### src/rtl/mips_pkg.sv
// Shared encodings for the multi-cycle MIPS core: opcode/funct values,
// FSM states, ALU ops, next-PC selects and the instruction decoder.
// Optional build macro: MIPS_HALT_ON_ILLEGAL_EN (adds the HALT state).
package mips_pkg;

  localparam logic [5:0] OpRtype = 6'b000000;
  localparam logic [5:0] OpAddi  = 6'b001000;
  localparam logic [5:0] OpBeq   = 6'b000100;
  localparam logic [5:0] OpBne   = 6'b000101;
  localparam logic [5:0] OpBlt   = 6'b001010;
  localparam logic [5:0] OpBgt   = 6'b001011;
  localparam logic [5:0] OpJ     = 6'b000010;

  localparam logic [5:0] FnAdd = 6'b100000;
  localparam logic [5:0] FnSub = 6'b100010;
  localparam logic [5:0] FnAnd = 6'b100100;
  localparam logic [5:0] FnSlt = 6'b101010;
  localparam logic [5:0] FnJr  = 6'b001000;

  typedef enum logic [2:0] {
    StFetch,
    StDecode,
    StExecute,
`ifdef MIPS_HALT_ON_ILLEGAL_EN
    StWriteback,
    StHalt
`else
    StWriteback
`endif
  } state_t;

  typedef enum logic [1:0] {AluAdd, AluSub, AluAnd, AluSlt} alu_op_t;
  typedef enum logic [1:0] {PcSeq, PcBranch, PcReg, PcJump} pc_sel_t;
  typedef enum logic [1:0] {BrEq, BrNe, BrLt, BrGt} br_cond_t;

  typedef struct packed {
    alu_op_t  alu_op;
    pc_sel_t  pc_sel;
    br_cond_t br_cond;
    logic     use_imm;  // ALU operand B is the sign-extended immediate
    logic     reg_we;
    logic     wr_rt;    // destination is rt (I-type) instead of rd
    logic     illegal;
  } ctrl_t;

  // Unsupported encodings decode as a NOP with the illegal bit set.
  function automatic ctrl_t decode(logic [31:0] ir);
    ctrl_t c;
    c = '{alu_op: AluAdd, pc_sel: PcSeq, br_cond: BrEq,
          use_imm: 1'b0, reg_we: 1'b0, wr_rt: 1'b0, illegal: 1'b0};
    case (ir[31:26])
      OpRtype: begin
        case (ir[5:0])
          FnAdd:   begin c.alu_op = AluAdd; c.reg_we = 1'b1; end
          FnSub:   begin c.alu_op = AluSub; c.reg_we = 1'b1; end
          FnAnd:   begin c.alu_op = AluAnd; c.reg_we = 1'b1; end
          FnSlt:   begin c.alu_op = AluSlt; c.reg_we = 1'b1; end
          FnJr:    c.pc_sel = PcReg;
          default: c.illegal = 1'b1;
        endcase
      end
      OpAddi: begin
        c.use_imm = 1'b1;
        c.reg_we  = 1'b1;
        c.wr_rt   = 1'b1;
      end
      OpBeq:   begin c.pc_sel = PcBranch; c.br_cond = BrEq; c.alu_op = AluSub; end
      OpBne:   begin c.pc_sel = PcBranch; c.br_cond = BrNe; c.alu_op = AluSub; end
      OpBlt:   begin c.pc_sel = PcBranch; c.br_cond = BrLt; c.alu_op = AluSub; end
      OpBgt:   begin c.pc_sel = PcBranch; c.br_cond = BrGt; c.alu_op = AluSub; end
      OpJ:     c.pc_sel = PcJump;
      default: c.illegal = 1'b1;
    endcase
    return c;
  endfunction

endpackage

### src/rtl/mips_regfile.sv
// NREGS x XLEN register file: two combinational read ports, one synchronous
// write port, register 0 hard-wired to zero, synchronous clear on reset.
module mips_regfile #(
  parameter int unsigned XLEN  = 32,
  parameter int unsigned NREGS = 32,
  localparam int unsigned Aw   = $clog2(NREGS)
) (
  input  logic            clk_i,
  input  logic            reset_i,
  input  logic [Aw-1:0]   raddr_a_i,
  input  logic [Aw-1:0]   raddr_b_i,
  output logic [XLEN-1:0] rdata_a_o,
  output logic [XLEN-1:0] rdata_b_o,
  input  logic            we_i,
  input  logic [Aw-1:0]   waddr_i,
  input  logic [XLEN-1:0] wdata_i
);

  logic [XLEN-1:0] regs_q [NREGS];

  // Register array: clear on reset, writes to entry 0 are dropped.
  always_ff @(posedge clk_i) begin
    if (reset_i) begin
      for (int i = 0; i < NREGS; i++) begin
        regs_q[i] <= '0;
      end
    end else if (we_i && (waddr_i != '0)) begin
      regs_q[waddr_i] <= wdata_i;
    end
  end

  // Read ports: entry 0 always reads as zero.
  always_comb begin
    rdata_a_o = (raddr_a_i == '0) ? '0 : regs_q[raddr_a_i];
    rdata_b_o = (raddr_b_i == '0) ? '0 : regs_q[raddr_b_i];
  end

endmodule

### src/rtl/mips_multicycle_core.sv
// Multi-cycle MIPS integer core: FETCH/DECODE/EXECUTE/WRITEBACK with a
// request/valid instruction fetch. Defining MIPS_HALT_ON_ILLEGAL_EN makes an
// unsupported instruction park the core in HALT until reset.
module mips_multicycle_core #(
  parameter int unsigned    XLEN     = 32,
  parameter int unsigned    NREGS    = 32,
  parameter logic [XLEN-1:0] RESET_PC = '0
) (
  input  logic            clk,
  input  logic            reset,
  output logic            imem_req,
  output logic [XLEN-1:0] imem_addr,
  input  logic            imem_rvalid,
  input  logic [31:0]     imem_rdata,
  output logic [XLEN-1:0] pc,
  output logic [XLEN-1:0] result,
  output logic            retire,
  output logic            illegal
);
  import mips_pkg::*;

  localparam int unsigned Aw = $clog2(NREGS);

  state_t          state_q, state_d;
  logic [XLEN-1:0] pc_q, npc_q, npc_d;
  logic [XLEN-1:0] a_q, b_q, result_q;
  logic [31:0]     ir_q;
  logic            illegal_q;

  ctrl_t           ctrl;
  logic [Aw-1:0]   rs_idx, rt_idx, rd_idx;
  logic [XLEN-1:0] rdata_a, rdata_b;
  logic [XLEN-1:0] imm_sext, pc_plus4, op_b, alu_out;
  logic            br_taken;

  assign ctrl     = decode(ir_q);
  assign rs_idx   = ir_q[21 +: Aw];
  assign rt_idx   = ir_q[16 +: Aw];
  assign rd_idx   = ir_q[11 +: Aw];
  assign imm_sext = {{(XLEN-16){ir_q[15]}}, ir_q[15:0]};
  assign pc_plus4 = pc_q + XLEN'(4);
  assign op_b     = ctrl.use_imm ? imm_sext : b_q;

  mips_regfile #(
    .XLEN  (XLEN),
    .NREGS (NREGS)
  ) u_regfile (
    .clk_i     (clk),
    .reset_i   (reset),
    .raddr_a_i (rs_idx),
    .raddr_b_i (rt_idx),
    .rdata_a_o (rdata_a),
    .rdata_b_o (rdata_b),
    .we_i      ((state_q == StWriteback) && ctrl.reg_we),
    .waddr_i   (ctrl.wr_rt ? rt_idx : rd_idx),
    .wdata_i   (result_q)
  );

  // ALU and branch comparator, evaluated on the operand latches.
  always_comb begin
    alu_out = '0;
    case (ctrl.alu_op)
      AluAdd:  alu_out = a_q + op_b;
      AluSub:  alu_out = a_q - op_b;
      AluAnd:  alu_out = a_q & op_b;
      AluSlt:  alu_out = {{(XLEN-1){1'b0}}, $signed(a_q) < $signed(op_b)};
      default: alu_out = '0;
    endcase
    br_taken = 1'b0;
    case (ctrl.br_cond)
      BrEq:    br_taken = (a_q == b_q);
      BrNe:    br_taken = (a_q != b_q);
      BrLt:    br_taken = $signed(a_q) < $signed(b_q);
      BrGt:    br_taken = $signed(a_q) > $signed(b_q);
      default: br_taken = 1'b0;
    endcase
  end

  // Next-PC selection; JR takes rs unmodified, even if misaligned.
  always_comb begin
    npc_d = pc_plus4;
    case (ctrl.pc_sel)
      PcSeq:    npc_d = pc_plus4;
      PcBranch: npc_d = br_taken ? (pc_plus4 + (imm_sext << 2)) : pc_plus4;
      PcReg:    npc_d = a_q;
      PcJump:   npc_d = {pc_plus4[XLEN-1:28], ir_q[25:0], 2'b00};
      default:  npc_d = pc_plus4;
    endcase
  end

  // FSM next state.
  always_comb begin
    state_d = state_q;
    case (state_q)
      StFetch:     if (imem_rvalid) state_d = StDecode;
`ifdef MIPS_HALT_ON_ILLEGAL_EN
      StDecode:    state_d = ctrl.illegal ? StHalt : StExecute;
      StHalt:      state_d = StHalt;
`else
      StDecode:    state_d = StExecute;
`endif
      StExecute:   state_d = StWriteback;
      StWriteback: state_d = StFetch;
      default:     state_d = StFetch;
    endcase
  end

  // State register and per-phase datapath latches.
  always_ff @(posedge clk) begin
    if (reset) begin
      state_q   <= StFetch;
      pc_q      <= RESET_PC;
      npc_q     <= '0;
      ir_q      <= '0;
      a_q       <= '0;
      b_q       <= '0;
      result_q  <= '0;
      illegal_q <= 1'b0;
    end else begin
      state_q <= state_d;
      if ((state_q == StFetch) && imem_rvalid) begin
        ir_q <= imem_rdata;
      end
      if (state_q == StDecode) begin
        a_q <= rdata_a;
        b_q <= rdata_b;
        if (ctrl.illegal) begin
          illegal_q <= 1'b1;
        end
      end
      if (state_q == StExecute) begin
        result_q <= alu_out;
        npc_q    <= npc_d;
      end
      if (state_q == StWriteback) begin
        pc_q <= npc_q;
      end
    end
  end

  // Outputs; the request is masked during reset so a pending fetch is dropped.
  always_comb begin
    imem_req  = (state_q == StFetch) && !reset;
    imem_addr = pc_q;
    pc        = pc_q;
    result    = result_q;
    retire    = (state_q == StWriteback);
    illegal   = illegal_q;
  end

endmodule

### config.mk
export PLATFORM = sky130hd
export DESIGN_NAME = mips_multicycle_core
export DESIGN_NICKNAME = d
export VERILOG_FILES = /design/src/rtl/mips_pkg.sv /design/src/rtl/mips_regfile.sv /design/src/rtl/mips_multicycle_core.sv
export SDC_FILE = /design/constraint.sdc
export NUM_CORES = 2
export LEC_CHECK = 0
export BUFFER_PORTS_ARGS = -buffer_cell sky130_fd_sc_hd__buf_2
export CAP_MARGIN = 20
export CORE_MARGIN = 2
export CORE_UTILIZATION = 58
export DETAILED_ROUTE_END_ITERATION = 8
export GPL_ROUTABILITY_DRIVEN = 0
export PLACE_DENSITY = 0.76
export SYNTH_ARGS = -nofsm -noshare
export SYNTH_HDL_FRONTEND = slang
export SYNTH_SLANG_ARGS = --single-unit
export TNS_END_PERCENT = 1
### constraint.sdc
create_clock -name clk -period 4.4 [get_ports clk]
set_clock_uncertainty 0.2 [all_clocks]
set_input_delay 0.88 -clock clk [delete_from_list [all_inputs] [get_ports clk]]
set_output_delay 0.88 -clock clk [all_outputs]
set_load 0.01 [all_outputs]
Word-level counts from Yosys, hierarchy flattened

Memories as Yosys holds them, arrays and structs flattened. A register that Yosys moved wholly into a read port is not among the register bits.
Index checks and enable logic that the tools add are counted.
Widths: inputs -> output; s select.

Equality and inequality tests: 26
Mux-type cells: 32
Add/sub/neg operators: 4
Reductions and logical operators: 19
$lt $le $gt $ge: 3
Bitwise gates (word level): 1

Operators by type and width:

| operator              | number |
|---|---|
| $pmux 32 s4           | 2 |
| $mux 32               | 5 |
| $add 32x32->32        | 2 |
| $lt 32x32->1          | 2 |
| $add 32x3->32 const B | 1 |
| $and 32x32->32        | 1 |
| $eq 32x32->1          | 1 |
| $gt 32x32->1          | 1 |
| $ne 32x32->1          | 1 |
| $reduce_or 32->1      | 1 |
| $sub 32x32->32        | 1 |
| $mux 5                | 6 |
| $eq 6x4->1 const B    | 4 |
| $eq 6x6->1 const B    | 4 |
| $pmux 2 s3            | 3 |
| $eq 2x2->1 const B    | 6 |
| $eq 6x3->1 const B    | 2 |
| $logic_not 5->1       | 2 |
| $mux 1                | 9 |
| $pmux 3 s3            | 1 |
| $reduce_or 4->1       | 2 |
| $eq 2x1->1 const B    | 3 |
| $eq 3x2->1 const B    | 2 |
| $eq 6x2->1 const B    | 1 |
| other kinds (16)      | 22 |

Output and inout bits: 99
Register bits: 196
Word-level logic and storage cells: 94
Bits in writable memories: 1,024
Memories kept: 1

Memory list:

| memory           | words | width | rd ports | clocked after memory_dff | wr ports | line               | text |
|---|---|---|---|---|---|---|---|
| u_regfile.regs_q | 32    | 32    | 2        | 2                        | 32       | mips_regfile.sv:19 | `logic [XLEN-1:0] regs_q [NREGS];` |

Logic depth before layout (Yosys ltp)

Depth after elaboration: 11
Gate-level depth with buffers: 20
Depth with buffers taken out: 18

Cells and area by module

From an unflattened synthesis, not the netlist that was laid out.

Cells, all modules: 5,406
Area, all modules: 69,042.5 µm²

Modules (own cells, without submodules):

| module               | sequential area each (µm²) | area an instance (µm²) | cells each | instances |
|---|---|---|---|---|
| mips_regfile         | 30,749.5                   | 54,234.5               | 3,502      | 1 |
| mips_multicycle_core | 3,903.7                    | 14,808.0               | 1,904      | 1 |

Worst setup path before layout

Ideal clock, no wire load.

Path kind: reg2reg
Start point: register ir_q[26]
End point: register result_q[20] (netlist: result[20])
Setup time: 0.132 ns
Setup slack: -0.331 ns
Arrival: 4.399 ns
Stages on the path, launching flop included: 20
Buffers on the path: 4
Path through: dfxtp_1 clkbuf_1 nor4b_4 nand2_1 buf_2 buf_2 buf_1 mux2_2 ha_1 fa_1 a21o_1 a21oi_1 o21ai_0 a31o_2 a311oi_2 o21ai_0 a211oi_1 xnor2_1 a221oi_1 nor3_1

Cells in the longest elaborated chain, start to end: 5
Elaborated cells between the ends (all ways): 18
Classes of those cells: add/sub (2); eq/ne (8); mux (4); bitwise (1); reduce/logical (3)

Ends and longest elaborated chain:

| item                                         | line                                       | text |
|---|---|---|
| from (decl)                                  | mips_multicycle_core.sv:27                 | `logic [31:0] ir_q;` |
| from (signal assigned)                       | mips_multicycle_core.sv:122                | `ir_q <= imem_rdata;` |
| $eq 6x4->1 or $eq 6x3->1 (tied branches)     | mips_pkg.sv:51                             | `case (ir[31:26])` |
| $mux 1 or $reduce_or 4->1 (tied branches)    | --                                         |  |
| $mux 32 or $pmux 2 s2 (tied branches)        | mips_multicycle_core.sv:42, mips_pkg.sv:51 |  |
| $sub 32x32->32, or another cell as far along | mips_multicycle_core.sv:64                 | `AluSub: alu_out = a_q - op_b;` |
| $pmux 32 s4 (*)                              | mips_multicycle_core.sv:62                 | `case (ctrl.alu_op)` |
| to (signal assigned)                         | mips_multicycle_core.sv:132                | `result_q <= alu_out;` |
| to (decl)                                    | mips_multicycle_core.sv:26                 | `logic [XLEN-1:0] a_q, b_q, result_q;` |

Every way passes the cells marked *; elsewhere a longest branch is shown, timed or not.
A chain may end at the register's enable or synchronous reset.

Worst setup path after layout

Start point: register pc_q[7] (netlist: imem_addr[7])
End point: register npc_q[28]

Cells in the longest elaborated chain, start to end: 4

Ends and longest elaborated chain:

| item                   | line                        | text |
|---|---|---|
| from (decl)            | mips_multicycle_core.sv:25  | `logic [XLEN-1:0] pc_q, npc_q, npc_d;` |
| from (signal assigned) | mips_multicycle_core.sv:136 | `pc_q <= npc_q;` |
| $add 32x3->32 (*)      | mips_multicycle_core.sv:41  | `assign pc_plus4 = pc_q + XLEN'(4);` |
| $add 32x32->32         | mips_multicycle_core.sv:84  | `PcBranch: npc_d = br_taken ? (pc_plus4 + (imm_sext << 2)) : pc_plus4;` |
| $mux 32                | mips_multicycle_core.sv:84  |  |
| $pmux 32 s4 (*)        | mips_multicycle_core.sv:82  | `case (ctrl.pc_sel)` |
| to (signal assigned)   | mips_multicycle_core.sv:133 | `npc_q <= npc_d;` |
| to (decl)              | mips_multicycle_core.sv:25  |  |

Marked as above.

==> summary.txt <==
Global route
  – First-pass GRT wire length: 322 mm
  – Total grt overflow: 0
  – Initial antenna violation count: 17
  – Vias in the first global route: 47,980
  – Largest net degree at the start of global routing: 83
  – GRT Overall Usage: 0.369

CTS
  – Clock latency on the worst-skew pair: between 0.7 and 0.8 ns
  – CTS tree: yes
  – H-tree Lvls: 4
  – Clk buf depth: 3
  – Clock transition at path regs: approximately 0.06 ns
  – Root Buffer: clkbuf_16
  – Clk sinks: 1,229
  – Total CTS buffers: roughly 130

STA
  – Tcrit/Tclk final: 0.978
  – Slew headroom: 0.241
  – Slew at the pin closest to its max-slew limit: 1.14 ns
  – Final hold slack: 0.175 ns
  – Setup Viol. Count Final: 0
  – F_max: around 0.23 GHz
  – Fin crit period: 4.31 ns
  – RSZ-0062 raised after global routing: true
  – Final Slew Violations: 0
  – Fin. Hold Viols: 0

Route
  – Drt via density: 7.00
  – Remaining antenna violation count after routing: 0
  – Detailed-router iteration count before antenna repair: 6
  – Drt total wl: 223 mm
  – Via count: approximately 48,000
  – First DRT Iteration DRCs: 7,426
  – DRC errors left: 0
  – Wire per inst: 32.3 µm

Setup path
  – Worst reg2reg path depth: 15
  – Worst setup SP type: flip-flop
  – Crit path max fanout: 7
  – Worst path required time: 4.84 ns
  – Worst setup EP type: flip-flop
  – R2r setup slk: 0.09 ns
  – WS Path Type: flip-flop to flip-flop
  – Worst r2r dst: npc_q[28]$_SDFFE_PP0P_
  – Critical path data arrival time: ~4.8 ns
  – R2r startpoint: imem_addr[7]$_SDFFE_PP0P_

Power
  – Leakage: 0.0277 µW
  – Cell Pwr Density: 492 mW/mm²
  – VDD IR max: around 0.33 mV

Synth
  – EDFF count, synth: 1,024
  – Yosys warning count: 0
  – Mapped Area: around 0.069 mm²
  – Synthesized area per cell: 13.3 µm²
  – Primary FF master, synth: edfxtp_1
  – Post-Syn Instances: 5,187
  – Post-synth cell types: 87
  – Seq/Total Area, Yosys: 0.505
  – Ys async rst share: 0
  – Synthesized flop and latch total: 1,229

Floorplanning
  – Die W: around 350 µm
  – Die area: about 0.12 mm²
  – Vert. Die Dim: approximately 350 µm
  – Ports: between 100 and 150
  – Core ar.: 0.118 mm²
  – Rows: ~130
  – Initial Utilization: 0.585

Layout
  – Final-stage net count: between 5,000 and 6,000
  – Layout cells sized above 1: 0.254
  – Area growth, synth to finish: 11.4%
  – Most common cell after layout, fill and taps aside: edfxtp_1
  – Fin util: 0.651
  – Most frequent cells in the layout: edfxtp_1 (1,024), and2_1 (996), mux4_2 (640), nor2_1 (313), buf_4 (234)

Hold path
  – Worst hold path class: primary input to flip-flop
  – Hold Path End: ir_q[10]$_SDFFE_PP0P_
  – Hold Crit Start: imem_rdata[10]
  – Hold path depth: 3

Place
  – Post-detail-place hpwl: 141 mm
  – IO Port Bufs: between 100 and 150

Outcome
  – Outcome: completed

Flow run
  – Max Cap Viol: 0
-- worst max-delay path by stage --
stage	from	to	slack, ns
4_1_cts	ir_q[30]$_SDFFE_PP0P_	result[30]$_SDFFE_PP0P_	-0.01
5_1_grt	imem_addr[4]$_SDFFE_PP0P_	npc_q[31]$_SDFFE_PP0P_	-0.09
2_1_floorplan	ir_q[30]$_SDFFE_PP0P_	result[30]$_SDFFE_PP0P_	-0.01
6_report	imem_addr[7]$_SDFFE_PP0P_	npc_q[28]$_SDFFE_PP0P_	0.09
3_5_place_dp	imem_addr[7]$_SDFFE_PP0P_	npc_q[31]$_SDFFE_PP0P_	-0.03
3_3_place_gp	imem_addr[7]$_SDFFE_PP0P_	npc_q[31]$_SDFFE_PP0P_	0.06
-- cells by family after synthesis --
family,share of synthesized area
flip-flops,0.505
AO/OA/AOI/OAI,0.0554
other,0.0000543
AND/OR/NAND/NOR,0.141
adder cells (fa/ha/maj),0.0248
multiplexers,0.228
XOR/XNOR,0.00977
buffers and inverters,0.0361
-- layout make-up --
class,instances,area (µm²)
antenna,6,15.0
fill,8215,41200
multi-input combinational,3369,32300
clock inverter,63,484
tap,1536,1920
sequential,1229,34900
inverter,131,492
timing repair buffer,409,3280
clock buffer,175,3560
-- cells in the mapped netlist (11+ instances only) --
master	count	area (µm²)
edfxtp_1	1024	30700
and2_1	996	6230
mux4_2	640	14400
clkbuf_1	369	1390
nor2_1	347	1300
a21oi_1	218	1090
dfxtp_1	205	4100
nand2_1	174	653
ha_1	132	1650
inv_1	130	488
mux2i_1	120	1200
o21ai_0	89	445
buf_1	70	263
xnor2_1	62	543
a21o_1	49	368
nor3_1	46	230
nand3_1	43	215
or2_2	41	257
buf_4	32	240
nand2b_1	28	175
a221oi_1	22	193
a211oi_1	20	150
nor2b_1	18	113
o21bai_1	18	135
buf_2	16	80.1
xor2_1	15	131
a31oi_1	14	87.6
and3_1	14	87.6
mux2_2	14	158
o211ai_1	13	97.6
o221ai_1	13	114
o21a_1	12	90.1
a211o_1	11	96.3
o31ai_1	11	82.6
-- registers in the layout, indices dropped and copies added (netlist names), named ones only --
signal	count
u_regfile.regs_q	1024
a_q	32
b_q	32
imem_addr	32
ir_q	32
npc_q	32
result	32
state_q	2
illegal	1
-- timing repair --
item                       4_1_cts  5_1_grt
setup endpoints to repair        3       22
gates cloned                     0        0
pin swaps                        1       14
gates resized for setup          1       28
hold buffers                     0        0
buffers inserted                 1        3
-- worst max-delay path, stage by stage (launching register included) --
cell     delay, ns
dfxtp_1       0.39
inv_1         0.09
nor2_1        0.16
nand4_1       0.28
or2_2         0.41
xnor2_2       0.16
ha_1          0.42
nand3_1       0.15
or3_1         0.41
or2_0         0.26
o211a_1       0.31
o31ai_4       0.32
a21o_1        0.16
a21oi_1       0.07
xnor2_1       0.14
a211o_1       0.29
-- per-layer routing --
layer / part of all wire / GRT usage / vias to the layer above
li1: - / - / 19588
met1: 0.32 / 0.469 / 23806
met2: 0.45 / 0.559 / 4104
met3: 0.15 / 0.116 / 932
met4: 0.072 / 0.219 / 4
met5: 0.000099 / 0.00120 / -
-- per-stage QoR --
stage	instance area (µm²)	total power, µW	cells	setup TNS, ns	worst slack, ns
2_1_floorplan	69200	22300	5218	-0.0108	-0.0108
5_1_grt	76900	39000	6912	-0.791	-0.0947
3_5_place_dp	72600	26700	6667	-0.0373	-0.0306
6_report	76900	37900	6918	0	0.0949
3_3_place_gp	72600	26500	6667	0	0.0569
4_1_cts	76600	37300	6906	-0.0109	-0.0109
-- where the power goes --
| group | switching, µW | internal [µW] | leakage [µW] |
|---|---|---|---|
| clock | 4650 | 5990 | 0.00197 |
| combinational | 7850 | 5210 | 0.0135 |
| sequential | 884 | 13300 | 0.0122 |
| total | 13400 | 24500 | 0.0277 |
(Power assumes the default switching activity.)
